## src/rtl/serial_paralelo_pkg.sv

```systemverilog
// Shared serial-link definitions: comma symbol, byte width and the
// receiver alignment state encoding. The same constants are used by the
// paralelo_serial transmitter.
package serial_link_pkg;

    localparam int BYTE_W = 8;

    // Idle / alignment symbol, sent MSB first (1,0,1,1,1,1,0,0)
    localparam logic [BYTE_W-1:0] COMMA_BYTE = 8'hBC;

    typedef enum logic [1:0] {
        SEARCH  = 2'd0,
        LOCKING = 2'd1,
        ACTIVE  = 2'd2
    } link_state_t;

    // Saturating 8-bit increment, used by the optional idle counter
    function automatic logic [7:0] sat_inc8(input logic [7:0] v);
        return (v == 8'hFF) ? v : v + 8'd1;
    endfunction

endpackage

```

## src/rtl/serial_paralelo_if.sv

```systemverilog
// Signal bundle between the serial source and the serial_paralelo receiver.
// Optional idle_cnt member present when SERIAL_PARALELO_IDLE_CNT_EN is defined.
interface serial_paralelo_if;
    import serial_link_pkg::*;

    logic              serial_in;
    logic [BYTE_W-1:0] data_out;
    logic              valid_out;
    logic              byte_stb;
    logic              active;
`ifdef SERIAL_PARALELO_IDLE_CNT_EN
    logic [7:0]        idle_cnt;
`endif

    // Source side: drives the serial stream, observes recovered bytes
    modport master (
        output serial_in,
        input  data_out,
        input  valid_out,
        input  byte_stb,
`ifdef SERIAL_PARALELO_IDLE_CNT_EN
        input  idle_cnt,
`endif
        input  active
    );

    // Receiver side
    modport slave (
        input  serial_in,
        output data_out,
        output valid_out,
        output byte_stb,
`ifdef SERIAL_PARALELO_IDLE_CNT_EN
        output idle_cnt,
`endif
        output active
    );

endinterface

```

## src/rtl/serial_paralelo_shift_in.sv

```systemverilog
// serial_shift_in: 8-bit MSB-first input shift register. nxt is the byte
// completed by the bit currently on serial_in; is_comma flags it as idle.
module serial_shift_in
    import serial_link_pkg::*;
(
    input  logic              clk_32f,
    input  logic              reset,
    input  logic              serial_in,
    output logic [BYTE_W-1:0] nxt,
    output logic              is_comma
);

    logic [BYTE_W-1:0] sh_reg;

    assign nxt      = {sh_reg[BYTE_W-2:0], serial_in};
    assign is_comma = (nxt == COMMA_BYTE);

    // Shift one bit per edge; cleared to zero so no comma matches early
    always_ff @(posedge clk_32f) begin
        if (reset) sh_reg <= '0;
        else       sh_reg <= nxt;
    end

endmodule

```

## src/rtl/serial_paralelo.sv

```systemverilog
// serial_paralelo: serial-to-byte receiver with comma-based alignment.
// Searches for COMMA_BYTE, requires LOCK_COUNT consecutive aligned commas,
// then outputs each non-comma byte, held for a full byte period.
// Optional: define SERIAL_PARALELO_IDLE_CNT_EN to add the idle_cnt output.
module serial_paralelo
    import serial_link_pkg::*;
#(
    parameter int unsigned LOCK_COUNT = 4   // legal range 1..15
) (
    input  logic         clk_32f,
    input  logic         reset,
    serial_paralelo_if.slave link
);

    localparam logic [3:0] LOCK_CNT4 = 4'(LOCK_COUNT);

    logic [BYTE_W-1:0] nxt;
    logic              is_comma;

    link_state_t       state_reg;
    logic [2:0]        bit_cnt_reg;
    logic [3:0]        comma_cnt_reg;
    logic [BYTE_W-1:0] data_out_reg;
    logic              valid_reg;
    logic              stb_reg;
    logic              active_reg;
    logic              boundary;

    serial_shift_in u_shift (
        .clk_32f   (clk_32f),
        .reset     (reset),
        .serial_in (link.serial_in),
        .nxt       (nxt),
        .is_comma  (is_comma)
    );

    // bit_cnt==7 means the current bit is the LSB of an aligned byte
    assign boundary = (bit_cnt_reg == 3'd7);

`ifdef SERIAL_PARALELO_IDLE_CNT_EN
    logic [7:0] idle_cnt_reg;
    assign link.idle_cnt = idle_cnt_reg;
`endif

    // Alignment FSM with registered byte outputs
    always_ff @(posedge clk_32f) begin
        if (reset) begin
            state_reg     <= SEARCH;
            bit_cnt_reg   <= 3'd0;
            comma_cnt_reg <= 4'd0;
            data_out_reg  <= '0;
            valid_reg     <= 1'b0;
            stb_reg       <= 1'b0;
            active_reg    <= 1'b0;
`ifdef SERIAL_PARALELO_IDLE_CNT_EN
            idle_cnt_reg  <= 8'd0;
`endif
        end else begin
            stb_reg <= 1'b0;
            case (state_reg)
                SEARCH: begin
                    if (is_comma) begin
                        bit_cnt_reg   <= 3'd0;
                        comma_cnt_reg <= 4'd1;
                        if (LOCK_COUNT == 1) begin
                            state_reg  <= ACTIVE;
                            active_reg <= 1'b1;
                        end else begin
                            state_reg  <= LOCKING;
                        end
                    end
                end
                LOCKING: begin
                    bit_cnt_reg <= bit_cnt_reg + 3'd1;
                    if (boundary) begin
                        if (is_comma) begin
                            comma_cnt_reg <= comma_cnt_reg + 4'd1;
                            if (comma_cnt_reg + 4'd1 == LOCK_CNT4) begin
                                state_reg  <= ACTIVE;
                                active_reg <= 1'b1;
                            end
                        end else begin
                            state_reg     <= SEARCH;
                            comma_cnt_reg <= 4'd0;
                        end
                    end
                end
                ACTIVE: begin
                    bit_cnt_reg <= bit_cnt_reg + 3'd1;
                    if (boundary) begin
                        if (is_comma) begin
                            valid_reg    <= 1'b0;
`ifdef SERIAL_PARALELO_IDLE_CNT_EN
                            idle_cnt_reg <= sat_inc8(idle_cnt_reg);
`endif
                        end else begin
                            data_out_reg <= nxt;
                            valid_reg    <= 1'b1;
                            stb_reg      <= 1'b1;
`ifdef SERIAL_PARALELO_IDLE_CNT_EN
                            idle_cnt_reg <= 8'd0;
`endif
                        end
                    end
                end
                default: state_reg <= SEARCH;
            endcase
        end
    end

    assign link.data_out  = data_out_reg;
    assign link.valid_out = valid_reg;
    assign link.byte_stb  = stb_reg;
    assign link.active    = active_reg;

endmodule

```

## src/flat_wrapper.sv

```systemverilog
// flat-port wrapper written by rule: the top's interface ports become plain ports
module serial_paralelo_flat import serial_link_pkg::*;
#(
    parameter int unsigned LOCK_COUNT = 4                       
)
  (clk_32f, reset, link_serial_in, link_data_out, link_valid_out, link_byte_stb, link_active);
  serial_paralelo_if link_i ();
  input  logic clk_32f;
  input  logic reset;
  input wire logic [$bits(link_i.serial_in)-1:0] link_serial_in;
  output wire logic [$bits(link_i.data_out)-1:0] link_data_out;
  output wire logic [$bits(link_i.valid_out)-1:0] link_valid_out;
  output wire logic [$bits(link_i.byte_stb)-1:0] link_byte_stb;
  output wire logic [$bits(link_i.active)-1:0] link_active;
  assign link_i.serial_in = link_serial_in;
  assign link_data_out = link_i.data_out;
  assign link_valid_out = link_i.valid_out;
  assign link_byte_stb = link_i.byte_stb;
  assign link_active = link_i.active;
  serial_paralelo #(.LOCK_COUNT(LOCK_COUNT)) u_core (.clk_32f(clk_32f), .reset(reset), .link(link_i));
endmodule
```

## config.mk

```make
export PLATFORM = sky130hd
export DESIGN_NAME = serial_paralelo_flat
export DESIGN_NICKNAME = d
export VERILOG_FILES = /design/src/rtl/serial_paralelo_pkg.sv /design/src/rtl/serial_paralelo_if.sv /design/src/rtl/serial_paralelo_shift_in.sv /design/src/rtl/serial_paralelo.sv /design/src/flat_wrapper.sv
export SDC_FILE = /design/constraint.sdc
export NUM_CORES = 1
export LEC_CHECK = 0
export BUFFER_PORTS_ARGS = -buffer_cell sky130_fd_sc_hd__buf_4
export CORE_UTILIZATION = 55
export DETAILED_ROUTE_END_ITERATION = 12
export GPL_TIMING_DRIVEN = 0
export PLACE_DENSITY_LB_ADDON = 0.05
export SLEW_MARGIN = 10
export SYNTH_ARGS = -nofsm -noshare
export SYNTH_HDL_FRONTEND = slang
export SYNTH_SLANG_ARGS = --single-unit
```

## constraint.sdc

```tcl
create_clock -name clk_32f -period 2.4 [get_ports clk_32f]
set_clock_uncertainty 0.15 [all_clocks]
set_input_delay 0 -clock clk_32f [delete_from_list [all_inputs] [get_ports clk_32f]]
set_output_delay 0 -clock clk_32f [all_outputs]
set_load 0.01 [all_outputs]
```

==> flow_metrics.py, run 1 <==
metrics = {
    "outcome": {
        "status": "completed",
    },
    "cts": {
        "clkTransAtPathRegs_ps": 140,
        "cts-root-buf": "clkbuf_4",
        "htreeDepth": 1,
        "clk-insertion-delay-late_ps": 320,
        "cts_tree": "done",
        "cts_setup_buffers": 0,
        "numCtsBuffers": 3,
        "cts_sinks": 27,
        "clk_path_buf_depth": 2,
    },
    "floorplan": {
        "core-area_mm2": 0.002022,
        "fp-row-count": 16,
        "start_util_pct": 60.83,
        "dieArea_mm2": 0.002430,
        "pin_count": 14,
        "die_h_um": 49.29,
        "die_w_um": 49.29,
    },
    "synth": {
        "synth-edff-count": 0,
        "yosysTopAreaCellShare_pct": 43.95,
        "synth-seq-cells": 27,
        "avgSynthCellArea_um2": 9.919,
        "synthArstFlopShare_pct": 0,
        "synth_area_leaders": "dfxtp_1, ha_1, mux2i_1",
        "yosys.area.top_type": "dfxtp_1",
        "ys_seq_area_share_pct": 43.95,
        "yosys_warnings": 0,
        "syn_inst": 124,
        "synth_nets": 134,
        "synth_cell_types": 38,
        "synth_ff_type": "dfxtp_1",
        "syn-cell-area_mm2": 0.001230,
    },
    "layout": {
        "fin_nets": 153,
        "fillers": 160,
        "final_util_pct": 69.25,
        "final_common_cell": "dfxtp_1",
        "fin_area_mm2": 0.001400,
        "layout-drive-gt1-share_pct": 14.79,
        "largest_reg_flops": 8,
        "syn2layout_area_growth_pct": 13.83,
        "final_cells": 169,
        "diodes": 0,
        "layout_common_cells": "dfxtp_1, nor2_1, buf_4",
    },
    "grt": {
        "grt_max_degree": 15,
        "antenna_found_initial": 0,
        "grt_pass1_wl_mm": 4.133,
        "grt_overflow": 0,
        "grt_util_all_layers_pct": 21.84,
        "first_global_vias": 920,
    },
    "sta": {
        "drv_slew": 0,
        "grt_setup_unrepaired": "false",
        "tns_ps": 0,
        "setup_viol": 0,
        "clock.fmax_mhz": 525.2,
        "period_needed_ps": 1904,
        "relSlewSlack_pct": 68.07,
        "hold_viol": 0,
        "tightest_slew_ps": 479.0,
        "post-route-period-util_pct": 79.33,
    },
    "power": {
        "power.density_mw_per_mm2": 475.7,
        "totalPowerFinal_uw": 666.0,
        "power_leakage_nw": 0.5313,
        "ir_drop_uv": 397.0,
    },
    "routing": {
        "vias": 977,
        "drt-pass1-iter-count": 4,
        "wirelength_mm": 2.383,
        "drtIter0Drc": 30,
        "drc_errors": 0,
        "ant_nets": 0,
        "vias_per_cell": 5.781,
        "routedWlPerCell_um": 14.10,
    },
    "setup_path": {
        "crit_path_end_kind": "flip-flop",
        "crit_fanout": 8,
        "cp.required_ps": 2450,
        "reg2reg_slack_ps": 500,
        "arrival_ps": 1960,
        "start_kind": "flip-flop",
        "critical_path_class": "flip-flop to flip-flop",
    },
    "worst_hold_path": {
        "hold_path_class": "input pin to flip-flop",
    },
    "place": {
        "gp_congestion": 0.8213,
        "placed_cell_area_mm2": 0.001354,
        "dp_cells": 163,
        "hpwl_mm": 1.727,
        "io_buffers": 12,
    },
    "flow_run": {
        "drv_cap": 0,
    },
}
==> through the flow <==
step / hold WS, ps / setup slack, ps
after detailed placement: 103.2 / 506.4
final: 319.2 / 496.0
after global routing: 310.1 / 355.8
after global placement: 107.0 / 553.3
after CTS: 292.3 / 491.5
after floorplan: -21.82 / 781.1
==> timing repair <==
action | in CTS | in global routing
hold buffers | 2 | 0
gates resized for setup | 0 | 0
endpoints found under the hold margin | 6 | 0
==> Yosys cell counts, types with 2 or more instances <==
library cell	instances
nand4bb_1	2
nand3_1	2
clkbuf_1	3
nand2_1	2
nor2b_1	10
inv_1	4
nand3b_1	2
nand2b_1	3
nand4b_1	2
nor2_1	14
dfxtp_1	27
a22o_1	2
mux2i_1	7
nand4_1	3
ha_1	7
nor3_1	2
o21ai_1	5
a21oi_1	7
==> power breakdown <==
part	internal [mW]	switching (mW)	leakage [nW]	total, mW
registers	0.451	0.00234	0.218	0.453
logic	0.00770	0.0102	0.298	0.0179
clock network	0.0651	0.130	0.0150	0.195
==> critical path, stage by stage (launching register included) <==
cell and delay, ps:
dfxtp_1 380, ha_1 160, ha_1 280, nand2_1 210, a21oi_4 340, mux2i_1 220
nor2_1 50
==> final cells by class <==
class                   count  area [um2]  share of cell area [%]
well taps                  27       33.78                   2.413
repair buffers             14       110.1                   7.864
flip-flops and latches     27       540.5                   38.61
inverters                   4       15.01                   1.072
multi-input cells          89       655.6                   46.83
clock buffers               4       26.28                   1.877
plain buffers               4       18.77                   1.340
==> cell families after synthesis <==
family,share of synthesized area [%]
mux,5.697
fa+ha+maj,7.121
compound gates,16.99
buf+inv,2.746
simple gates,23.50
flops,43.95
==> worst paths after layout <==
path,cells after the start,start,endpoint
worst min-delay path,3,link_serial_in,u_core.u_shift.sh_reg[0]$_SDFF_PP0_
worst min register to register,2,u_core.bit_cnt_reg[2]$_SDFFE_PP0P_,u_core.bit_cnt_reg[2]$_SDFFE_PP0P_
worst max register to register,6,u_core.bit_cnt_reg[0]$_SDFFE_PP0P_,u_core.link.data_out[2]$_SDFFE_PP0P_
worst max-delay path,6,u_core.bit_cnt_reg[0]$_SDFFE_PP0P_,u_core.link.data_out[2]$_SDFFE_PP0P_
==> layer usage <==
| metal | up-vias | share of wire [%] | routed length [um] | GRT usage, % |
|---|---|---|---|---|
| met1 | 464 | 47 | 1120 | 27.96 |
| li1 | 488 | - | - | - |
| met4 | 0 | 0.71 | 17 | 6.373 |
| met3 | 2 | 3.5 | 83 | 3.738 |
| met2 | 23 | 49 | 1161 | 37.21 |
| met5 | - | 0 | 0 | 0 |
Note: power is estimated with default switching activity, not from simulation.
==> run 2, diff against run 1 <==
==> constraint.sdc (replaced) <==
create_clock -name clk_32f -period 1.79 [get_ports clk_32f]
set_clock_uncertainty 0.15 [all_clocks]
set_input_delay 0 -clock clk_32f [delete_from_list [all_inputs] [get_ports clk_32f]]
set_output_delay 0 -clock clk_32f [all_outputs]
set_load 0.01 [all_outputs]
==> run 2 against run 1 <==
Against the previous run:
- die area is the same
- via count grew 2.3%
- critical path type unchanged
- clock power grew 34%
- maximum frequency grew 11%
- combinational power grew 35%
- routed wire length grew 3.9%
- highest routed layer is now met3
==> flow_metrics.py, run 2 (synthesis gave the netlist of run 1 again) <==
metrics = {
    "grt": {
        "antenna_found_initial": 0,
        "grt_pass1_wl_mm": 4.160,
        "grt_util_all_layers_pct": 21.97,
        "grt_max_degree": 15,
        "first_global_vias": 935,
        "grt_overflow": 0,
    },
    "routing": {
        "vias": 999,
        "ant_nets": 0,
        "drt-pass1-iter-count": 4,
        "wirelength_mm": 2.477,
        "drtIter0Drc": 35,
        "routedWlPerCell_um": 14.57,
        "drc_errors": 0,
        "vias_per_cell": 5.876,
    },
    "sta": {
        "relSlewSlack_pct": 68.00,
        "hold_viol": 0,
        "clock.fmax_mhz": 585.4,
        "hold_ws_ps": 325.0,
        "setup_viol": 0,
        "tns_ps": 0,
        "setup_ws_ps": 81.85,
        "post-route-period-util_pct": 95.43,
        "period_needed_ps": 1708,
        "drv_slew": 0,
        "tightest_slew_ps": 480.0,
    },
    "layout": {
        "largest_reg_flops": 8,
        "final_util_pct": 72.15,
        "fillers": 146,
        "diodes": 0,
        "fin_nets": 154,
        "layout-drive-gt1-share_pct": 20.28,
        "layout_common_cells": "dfxtp_1, buf_4, nor2_1",
        "syn2layout_area_growth_pct": 18.62,
        "final_common_cell": "dfxtp_1",
    },
    "cts": {
        "numCtsBuffers": 3,
        "cts_sinks": 27,
        "clk_path_buf_depth": 2,
        "cts_tree": "done",
        "clkTransAtPathRegs_ps": 140,
        "cts-root-buf": "clkbuf_4",
        "clk-insertion-delay-late_ps": 320,
        "htreeDepth": 1,
    },
    "worst_hold_path": {
        "min-delay-start": "link_serial_in",
        "hold_path_class": "input pin to flip-flop",
    },
    "setup_path": {
        "crit_path_end_kind": "flip-flop",
        "startpoint": "u_core.comma_cnt_reg[0]$_SDFFE_PP0P_",
        "cp.required_ps": 1880,
        "start_kind": "flip-flop",
        "crit_fanout": 6,
        "critical_path_class": "flip-flop to flip-flop",
        "arrival_ps": 1790,
        "timing.rr.start": "u_core.comma_cnt_reg[0]$_SDFFE_PP0P_",
    },
    "place": {
        "gp_congestion": 0.8213,
        "place_ws_ps": -103.6,
        "io_buffers": 12,
        "hpwl_mm": 1.727,
    },
    "floorplan": {
        "core-area_mm2": 0.002022,
        "pin_count": 14,
        "fp-row-count": 16,
        "die_w_um": 49.29,
        "dieArea_mm2": 0.002430,
        "start_util_pct": 60.83,
        "die_h_um": 49.29,
    },
    "power": {
        "ir_drop_uv": 544.2,
        "power.density_mw_per_mm2": 612.7,
        "power_leakage_nw": 0.5373,
    },
    "flow_run": {
        "drv_cap": 0,
    },
    "outcome": {
        "status": "completed",
    },
}
## run 2: path summary, 6_finish.rpt
check / cells past startpoint / slack (ps) / endpoint
max: 5 / 80 / u_core.state_reg[1]$_SDFFE_PP0P_
min reg2reg: 1 / 350 / u_core.link.data_out[0]$_SDFFE_PP0P_
max reg2reg: 5 / 80 / u_core.state_reg[1]$_SDFFE_PP0P_
min: 3 / 330 / u_core.u_shift.sh_reg[0]$_SDFF_PP0_
## run 2: what timing repair did
| item | 4_1_cts | 5_1_grt |
|---|---|---|
| hold buffers | 2 | 0 |
| hold endpoints to repair | 6 | 0 |
| setup endpoints to repair | 8 | 11 |
| gates resized for setup | 1 | 9 |
| buffers inserted | 1 | 0 |
## run 2: where the power goes
group	internal, mW	switching [mW]	total, mW
registers	0.605	0.00323	0.608
logic	0.0103	0.0138	0.0241
clock network	0.0872	0.175	0.262
total	0.702	0.192	0.894
## run 2: routing by layer
layer,GRT usage [%],wire length (um),vias to the layer above
met5,0,0,-
met4,7.843,0,0
met3,3.738,101,0
met2,36.53,1282,22
met1,28.35,1093,488
li1,-,-,489
## run 2: layout make-up
cell class	count	area [um2]	share of cell area, %
Buffer	4	18.77	1.286
Clock buffer	4	26.28	1.801
Inverter	4	15.01	1.029
Multi-Input combinational cell	89	693.2	47.51
Sequential cell	27	541.8	37.14
Tap cell	27	33.78	2.316
Timing Repair Buffer	15	130.1	8.919
## run 2: stage by stage
step                area, um2  power, mW  instances
floorplan                1230     0.6335        124
global placement         1354     0.6408        163
detailed placement       1354     0.6420        163
CTS                      1423     0.9035        170
global route             1459     0.9276        170
finish                   1459     0.8938        170
## run 2: critical path: stages, from the launching register on
cell      delay, ps
dfxtp_1         390
ha_1            260
nand3b_1        200
o31ai_4         250
a31oi_1         120
a311oi_1        250
